===== src/rtl/datamem_pkg.sv =====
// datamem_pkg: shared types for the memory-stage access unit.
// FSM states, write-back select encodings, default ack timeout.
package datamem_pkg;

  typedef enum logic [1:0] {
    IDLE,
    WAIT,
    DONE
  } state_t;

  localparam logic [1:0] WB_ALU  = 2'd0;
  localparam logic [1:0] WB_MEM  = 2'd1;
  localparam logic [1:0] WB_LINK = 2'd2;

  localparam int WAIT_MAX_DEF = 15;

endpackage


===== src/rtl/datamem_access_unit_if.sv =====
// datamem_access_unit_if: req/ack data-memory bus.
// master drives req/we/addr/wdata; slave returns ack/rdata.
interface datamem_access_unit_if #(
  parameter int DATA_W = 64
) ();

  logic              mem_req;
  logic              mem_we;
  logic [DATA_W-1:0] mem_addr;
  logic [DATA_W-1:0] mem_wdata;
  logic              mem_ack;
  logic [DATA_W-1:0] mem_rdata;

  modport master (
    output mem_req,
    output mem_we,
    output mem_addr,
    output mem_wdata,
    input  mem_ack,
    input  mem_rdata
  );

  modport slave (
    input  mem_req,
    input  mem_we,
    input  mem_addr,
    input  mem_wdata,
    output mem_ack,
    output mem_rdata
  );

endinterface


===== src/rtl/datamem_timeout_counter.sv =====
// datamem_timeout_counter: 4-bit ack-wait counter.
// in: clk, reset_n, clr, en; out: tc (this enabled cycle is the MAX-th).
module datamem_timeout_counter #(
  parameter int MAX = 15
) (
  input  logic clk,
  input  logic reset_n,
  input  logic clr,
  input  logic en,
  output logic tc
);

  logic [3:0] cnt;

  always_ff @(posedge clk or negedge reset_n) begin
    if (!reset_n) begin
      cnt <= '0;
    end else if (clr) begin
      cnt <= '0;
    end else if (en) begin
      cnt <= cnt + 4'd1;
    end
  end

  // cnt holds cycles already spent; this cycle makes cnt+1
  assign tc = en && (cnt == 4'(MAX - 1));

endmodule


===== src/rtl/datamem_access_unit.sv =====
// datamem_access_unit: memory-stage req/ack controller with stall.
// in: ctl word, AluIn/StoreIn/LinkIn; out: Stall, WbData, Fwd*, Err, mem bus.
module datamem_access_unit
  import datamem_pkg::*;
#(
  parameter int DATA_W   = 64,
  parameter int WAIT_MAX = WAIT_MAX_DEF
) (
  input  logic              clk,
  input  logic              reset_n,
  input  logic              ReadMem,
  input  logic              MemWr,
  input  logic              FwdMem,
  input  logic [1:0]        RegWData,
  input  logic [DATA_W-1:0] AluIn,
  input  logic [DATA_W-1:0] StoreIn,
  input  logic [DATA_W-1:0] LinkIn,
  datamem_access_unit_if.master mem,
  output logic              Stall,
  output logic [DATA_W-1:0] WbData,
  output logic [DATA_W-1:0] FwdData,
  output logic              FwdValid,
  output logic              Err
);

  state_t            state, state_nx;
  logic              req_nx, we_nx, err_nx;
  logic [DATA_W-1:0] addr_nx, wdata_nx;
  logic [DATA_W-1:0] rd_q, rd_nx;
  logic              cnt_clr, cnt_en, cnt_tc;
  logic              busy;

  datamem_timeout_counter #(
    .MAX(WAIT_MAX)
  ) u_cnt (
    .clk    (clk),
    .reset_n(reset_n),
    .clr    (cnt_clr),
    .en     (cnt_en),
    .tc     (cnt_tc)
  );

  always_ff @(posedge clk or negedge reset_n) begin
    if (!reset_n) begin
      state         <= IDLE;
      mem.mem_req   <= 1'b0;
      mem.mem_we    <= 1'b0;
      mem.mem_addr  <= '0;
      mem.mem_wdata <= '0;
      rd_q          <= '0;
      Err           <= 1'b0;
    end else begin
      state         <= state_nx;
      mem.mem_req   <= req_nx;
      mem.mem_we    <= we_nx;
      mem.mem_addr  <= addr_nx;
      mem.mem_wdata <= wdata_nx;
      rd_q          <= rd_nx;
      Err           <= err_nx;
    end
  end

  always_comb begin
    state_nx = state;
    req_nx   = mem.mem_req;
    we_nx    = mem.mem_we;
    addr_nx  = mem.mem_addr;
    wdata_nx = mem.mem_wdata;
    rd_nx    = rd_q;
    err_nx   = 1'b0;
    cnt_clr  = 1'b0;
    cnt_en   = 1'b0;
    busy     = 1'b0;
    unique case (1'b1)
      (state == IDLE): begin
        if (ReadMem || MemWr) begin
          busy     = 1'b1;
          req_nx   = 1'b1;
          we_nx    = MemWr;
          addr_nx  = AluIn;
          wdata_nx = StoreIn;
          cnt_clr  = 1'b1;
          state_nx = WAIT;
        end
      end
      (state == WAIT): begin
        busy   = 1'b1;
        cnt_en = 1'b1;
        // ack beats a same-cycle timeout
        if (mem.mem_ack) begin
          req_nx   = 1'b0;
          state_nx = DONE;
          if (!mem.mem_we) begin
            rd_nx = mem.mem_rdata;
          end
        end else if (cnt_tc) begin
          req_nx   = 1'b0;
          rd_nx    = '0;
          err_nx   = 1'b1;
          state_nx = DONE;
        end
      end
      // queue still shows the finished op here: never reissue
      (state == DONE): begin
        state_nx = IDLE;
      end
      default: begin
        state_nx = IDLE;
      end
    endcase
  end

  always_comb begin
    WbData = AluIn;
    unique case (RegWData)
      WB_MEM:  WbData = rd_q;
      WB_LINK: WbData = LinkIn;
      default: WbData = AluIn;
    endcase
  end

  // reset must mask the combinational IDLE request stall
  assign Stall    = reset_n && busy;
  assign FwdData  = WbData;
  assign FwdValid = reset_n && FwdMem && !Stall;

endmodule


===== src/flat_wrapper.sv =====
// flat-port wrapper written by rule: the top's interface ports become plain ports
module datamem_access_unit_flat import datamem_pkg::*;
#(
  parameter int DATA_W   = 64,
  parameter int WAIT_MAX = WAIT_MAX_DEF
)
  (clk, reset_n, ReadMem, MemWr, FwdMem, RegWData, AluIn, StoreIn, LinkIn, Stall, WbData, FwdData, FwdValid, Err, mem_mem_req, mem_mem_we, mem_mem_addr, mem_mem_wdata, mem_mem_ack, mem_mem_rdata);
  datamem_access_unit_if #(.DATA_W(DATA_W)) mem_i ();
  input  logic clk;
  input  logic reset_n;
  input  logic ReadMem;
  input  logic MemWr;
  input  logic FwdMem;
  input  logic [1:0] RegWData;
  input  logic [DATA_W-1:0] AluIn;
  input  logic [DATA_W-1:0] StoreIn;
  input  logic [DATA_W-1:0] LinkIn;
  output logic Stall;
  output logic [DATA_W-1:0] WbData;
  output logic [DATA_W-1:0] FwdData;
  output logic FwdValid;
  output logic Err;
  output wire logic [$bits(mem_i.mem_req)-1:0] mem_mem_req;
  output wire logic [$bits(mem_i.mem_we)-1:0] mem_mem_we;
  output wire logic [$bits(mem_i.mem_addr)-1:0] mem_mem_addr;
  output wire logic [$bits(mem_i.mem_wdata)-1:0] mem_mem_wdata;
  input wire logic [$bits(mem_i.mem_ack)-1:0] mem_mem_ack;
  input wire logic [$bits(mem_i.mem_rdata)-1:0] mem_mem_rdata;
  assign mem_mem_req = mem_i.mem_req;
  assign mem_mem_we = mem_i.mem_we;
  assign mem_mem_addr = mem_i.mem_addr;
  assign mem_mem_wdata = mem_i.mem_wdata;
  assign mem_i.mem_ack = mem_mem_ack;
  assign mem_i.mem_rdata = mem_mem_rdata;
  datamem_access_unit #(.DATA_W(DATA_W), .WAIT_MAX(WAIT_MAX)) u_core (.clk(clk), .reset_n(reset_n), .ReadMem(ReadMem), .MemWr(MemWr), .FwdMem(FwdMem), .RegWData(RegWData), .AluIn(AluIn), .StoreIn(StoreIn), .LinkIn(LinkIn), .mem(mem_i), .Stall(Stall), .WbData(WbData), .FwdData(FwdData), .FwdValid(FwdValid), .Err(Err));
endmodule

===== config.mk =====
export PLATFORM = sky130hd
export DESIGN_NAME = datamem_access_unit_flat
export DESIGN_NICKNAME = d
export VERILOG_FILES = /design/src/rtl/datamem_pkg.sv /design/src/rtl/datamem_access_unit_if.sv /design/src/rtl/datamem_timeout_counter.sv /design/src/rtl/datamem_access_unit.sv /design/src/flat_wrapper.sv
export SDC_FILE = /design/constraint.sdc
export NUM_CORES = 1
export LEC_CHECK = 0
export BUFFER_PORTS_ARGS = -buffer_cell sky130_fd_sc_hd__buf_2
export CAP_MARGIN = 30
export CORE_AREA = 2 2 206 208
export DETAILED_ROUTE_END_ITERATION = 10
export DIE_AREA = 0 0 208 210
export PLACE_DENSITY = 0.54
export SYNTH_ARGS = -nofsm -noshare
export SYNTH_HDL_FRONTEND = slang
export SYNTH_SLANG_ARGS = --single-unit

===== constraint.sdc =====
create_clock -name clk -period 3.6 [get_ports clk]
set_input_delay 0.36 -clock clk [delete_from_list [all_inputs] [get_ports clk]]
set_output_delay 0.36 -clock clk [all_outputs]
set_load 0.01 [all_outputs]

### Yosys cells after proc, flatten, opt, wreduce, memory -nomap -nowiden

Cells that the tools add are included.

| operators by class | value |
|---|---|
| add/subtract/negate cells | 1 |
| eq/ne operators | 7 |
| reduce and logical (&&, ||, !) cells | 14 |
| muxes and demuxes | 21 |

Operators with widths:

| kind | count |
|---|---|
| $mux 64 | 3 |
| $pmux 64 s2 | 1 |
| $mux 1 | 9 |
| $mux 4 | 2 |
| $mux 2 | 3 |
| $reduce_and 3->1 | 2 |
| $reduce_bool 2->1 | 3 |
| $add 4x1->4 const B | 1 |
| $eq 2x1->1 const B | 2 |
| $eq 4x4->1 const B | 1 |
| $logic_and 1x1->1 | 4 |
| $ne 2x2->1 const B | 2 |
| $pmux 1 s2 | 2 |
| $pmux 2 s2 | 1 |
| $reduce_and 2->1 | 2 |
| $ne 3x2->1 const B | 1 |
| $eq 2x2->1 const B | 1 |
| $logic_not 2->1 | 1 |
| $logic_not 1->1 | 1 |
| $logic_or 1x1->1 | 1 |

| storage, ports and cells | value |
|---|---|
| word-level logic and storage cells | 51 |
| bits in registers | 201 |
| bits of input ports | 264 |

### Logic depth before layout (Yosys ltp)

| depth | value |
|---|---|
| depth after elaboration | 6 |
| depth in mapped cells | 8 |
| mapped depth without buffers | 5 |

### Cells and area by module

From an unflattened synthesis, not the netlist that was laid out.

| unflattened totals | value |
|---|---|
| cell total of the unflattened synthesis | 744 |
| area, all modules | 9,180.1 um^2 |

Modules (own cells, without submodules):

| module | area an instance (um^2) | cells each | instances |
|---|---|---|---|
| datamem_access_unit | 8,957.3 | 724 | 1 |
| datamem_timeout_counter | 222.7 | 20 | 1 |

### Least setup slack after synthesis

Ideal clock, no wire load.

| path | value |
|---|---|
| path kind | in2out |
| start | input RegWData[0] |
| end | output WbData[13] |
| data arrival time | 1.690 ns |
| stages | 8 |
| setup slack | 1.550 ns |
| buffers on the path | 4 |
| path through | inv_1 -> ha_1 -> clkbuf_1 -> buf_2 -> buf_2 -> nand2_1 -> o21ai_0 -> buf_4 |

| on the way | value |
|---|---|
| longest elaborated chain between the ends | 2 |
| elaborated cells between the ends (all ways) | 3 |
| classes of those cells | eq/ne: 2; mux: 1 |

Ends and longest elaborated chain:

| element | RTL line | RTL |
|---|---|---|
| start, declared | flat_wrapper.sv:14 | `input logic [1:0] RegWData;` |
| $eq 2x2->1 or $eq 2x1->1 (tied branches) | datamem_access_unit.sv:115 | `unique case (RegWData)` |
| $pmux 64 s2 * | datamem_access_unit.sv:115 |  |
| end, declared | flat_wrapper.sv:19 | `output logic [DATA_W-1:0] WbData;` |

Mark *: on every way between the ends. The rest lies on a longest branch, timed or not.

### Worst setup path after layout

| path | value |
|---|---|
| start | input RegWData[0] |
| end | output FwdData[2] |

| on the way | value |
|---|---|
| longest elaborated chain between the ends | 2 |
| elaborated cells between the ends (all ways) | 3 |
| classes of those cells | eq/ne: 2; mux: 1 |

Ends and longest elaborated chain:

| element | RTL line | RTL |
|---|---|---|
| $eq 2x2->1 or $eq 2x1->1 (tied branches) | datamem_access_unit.sv:115 |  |
| $pmux 64 s2 * | datamem_access_unit.sv:115 |  |
| end, declared | flat_wrapper.sv:20 | `output logic [DATA_W-1:0] FwdData;` |

Marked as above.

==> run_results.csv <==
group,metric,value,unit
timing,min_period_over_period,68.5,%
cells_and_area,final_common_cell,"buf_2",
global_routing,grt_pass1_wl,50900,µm
clocking,htreeDepth,1,
timing,max_slew_margin,53.3,%
route,route.vias.total,8429,
cells_and_area,drive_gt1_share,55.3,%
hold_path,hp-class,"input port to flip-flop",
floorplanning,start_util,24.4,%
placement,dp_hpwl,25400,µm
setup_path,critical_path_class,"input port to primary output",
synthesis,synth_fp_nets,1146,
synthesis,syn_area,10100,µm²
global_routing,grt-ovfl-total,0,
cells_and_area,syn_to_final_growth,36.4,%
clocking,numCtsBuffers,24,
setup_path,setup.worst_path.end_class,"primary output",
timing,fin_crit,2470,ps
global_routing,grt.total_usage,14.9,%
clocking,postCtsResizedCells,0,
global_routing,grt_max_degree,87,
hold_path,hp-start,"mem_mem_rdata[49]",
clocking,clkLatencyLatePin,530,ps
placement,numPortBuffers,524,
clocking,cts_tree,"yes",
global_routing,antenna_found_initial,3,
timing,timing.fmax,405,MHz
timing,rsz0062_at_grt,"false",
setup_path,cp-start-kind,"input port",
clocking,cts.sinks,201,
timing,setup_viol,0,
floorplanning,die_h,210,µm
placement,gp_congestion,0.848,
timing,tightest_slew,701,ps
timing,skew,5.46,ps
timing,drv_slew,0,
cells_and_area,mostFrequentLayoutCells,"523 x buf_2, 201 x dfrtp_1, 193 x nand2_1",
cells_and_area,final_cells,1907,
synthesis,syn_avg_cell_area,11.5,µm²
job,drv_cap,0,
timing,tns,0,ps
synthesis,synth-seq-cells,201,
pwr,leakage,0.00704,µW
setup_path,cp_cell_sequence,"buf_2, inv_1, ha_4, buf_12, nand2_1, o21ai_0, buf_2",
cells_and_area,nNetsFinal,1616,
setup_path,crit_fanout,74,
global_routing,grt_pass1_vias,8680,
pwr,powerDensity,810,nW/µm²
synthesis,yosysWarnings,0,
pwr,peakVddDrop,0.467,mV
setup_path,crit_buf_inv,4,
floorplanning,dieArea,43700,µm²
placement,placed_cells,1826,
route,first_pass_iters,6,
route,remaining_drc_errors,0,
floorplanning,core_area,41500,µm²
outcome,status,"completed",
synthesis,netlist_instances,878,
route,first_iter_violations,417,
route,postRouteWirelength,34100,µm
setup_path,slowest_stage,"ha_4",
synthesis,ys_seq_area_share,49.6,%
synthesis,synth.distinct_cells,36,
floorplanning,rows,75,
route,avgRoutedWirePerCell,17.9,µm
setup_path,crit_arrival,2110,ps
floorplanning,ioPinCount,525,
clocking,root_buffer,"clkbuf_16",
setup_path,reg2reg_from,"u_core.state[1]",
setup_path,worst_path_most_repeated_cell,"buf_2",
setup_path,cp-startpoint,"RegWData[0]",
setup_path,critPathMaxStageDelay,620,ps
route,viasPerCell,4.42,
route,ant_nets,0,
timing,hold_viol,0,
setup_path,cp.required,3240,ps
setup_path,crit_family,"buffers and inverters",
clocking,clk_pin_slew_worst_paths,60,ps
clocking,clockBufferDepth,3,
floorplanning,die_x,208,µm
## cell families (layout without fill, tap and decap cells)
group / after synthesis / count (layout) / synth area share [%]
compound gates: 203 / 203 / 13.5
fa+ha+maj: 4 / 4 / 0.494
mux: 128 / 128 / 17.9
other cells: 0 / 3 / 0
xor+xnor: 1 / 1 / 0.0864
simple gates: 208 / 208 / 8.16
flops: 201 / 201 / 49.6
buf+inv: 133 / 620 / 10.2
## final timing paths
path	endpoint	depth (start not counted)	slack, ps
min	u_core.rd_q[49]	3	40
min reg2reg	u_core.mem.mem_addr[16]	1	500
max reg2reg	u_core.rd_q[42]	4	1620
max	FwdData[2]	7	1130
min in group asynchronous	u_core.mem.mem_addr[23]	2	410
max in group asynchronous	u_core.mem.mem_wdata[32]	3	2110
## sequential cells by signal, summed over array words and instances, names as in the netlist
signal	count
u_core.u_cnt.cnt	4
u_core.rd_q	64
u_core.mem.mem_we	1
u_core.mem.mem_req	1
u_core.state	2
u_core.Err	1
u_core.mem.mem_wdata	64
u_core.mem.mem_addr	64
## repair_timing
action | 4_1_cts | 5_1_grt
endpoints found under the hold margin | 104 | 0
hold buffers | 35 | 0
buffers inserted | 0 | 0
## layer usage
layer  wire (µm)  vias up  track usage (%)
li1            -     3906                -
met1       14000     4103             18.3
met2       16900      371             25.5
met3        2090       49             3.25
met4        1070        0             5.53
met5           0        -                0
## through the flow
step	util, %	setup slack (ps)	hold slack, ps	area [µm²]	total power [µW]
2_1_floorplan	-	1550	64.4	10100	7150
3_3_place_gp	30.4	1180	429	12600	8560
3_5_place_dp	30.4	1160	430	12600	8640
4_1_cts	33.3	1150	0.110	13800	11400
5_1_grt	33.3	1020	20.3	13800	11900
6_report	33.3	1130	38.7	13800	11200
## synth_stat cells
| library cell | n | area [µm²] |
|---|---|---|
| buf_4 | 66 | 495 |
| o21ai_1 | 4 | 20.0 |
| xor2_1 | 1 | 8.76 |
| o21ai_2 | 46 | 403 |
| buf_12 | 12 | 240 |
| or2_2 | 1 | 6.26 |
| a22o_1 | 1 | 8.76 |
| a21o_1 | 2 | 15.0 |
| o21a_1 | 1 | 7.51 |
| nor2_1 | 3 | 11.3 |
| a22oi_1 | 64 | 480 |
| nand3b_1 | 1 | 7.51 |
| buf_2 | 18 | 90.1 |
| a21oi_1 | 2 | 10.0 |
| and4bb_2 | 1 | 12.5 |
| nand4bb_1 | 1 | 11.3 |
| ha_1 | 4 | 50.1 |
| buf_8 | 4 | 60.1 |
| o2bb2ai_1 | 1 | 8.76 |
| clkbuf_2 | 1 | 5.00 |
| and3_1 | 1 | 6.26 |
| mux2_4 | 100 | 1500 |
| nor3_2 | 1 | 10.0 |
| o21ai_0 | 81 | 405 |
| nor3_1 | 2 | 10.0 |
| buf_6 | 3 | 33.8 |
| dfrtp_1 | 201 | 5030 |
| mux2_2 | 28 | 315 |
| nor2_4 | 1 | 11.3 |
| buf_1 | 10 | 37.5 |
| inv_1 | 6 | 22.5 |
| nand3_1 | 2 | 10.0 |
| a211o_1 | 1 | 8.76 |
| clkbuf_1 | 13 | 48.8 |
| nand2b_1 | 1 | 6.26 |
| nand2_1 | 193 | 724 |
## power by group
| part | internal (µW) | switching, µW |
|---|---|---|
| Combinational | 2370 | 2180 |
| Clock | 1600 | 990 |
| Sequential | 3370 | 690 |
| Total | 7330 | 3860 |
## layout make-up
| cell class | instances | area (µm²) |
|---|---|---|
| clock buffer | 36 | 727 |
| tap | 539 | 674 |
| multi-input combinational | 544 | 4120 |
| sequential | 201 | 5030 |
| inverter | 6 | 22.5 |
| fill | 4263 | 27700 |
| antenna | 3 | 7.51 |
| clock inverter | 7 | 110 |
| timing repair buffer | 571 | 3130 |
## worst reg2reg max path, stage by stage, from the launching register on
cell	delay, ps
dfrtp_1	480
and4bb_4	770
buf_4	430
nand2_1	160
o21ai_2	70
No activity file was read; power rests on OpenSTA's default activity.
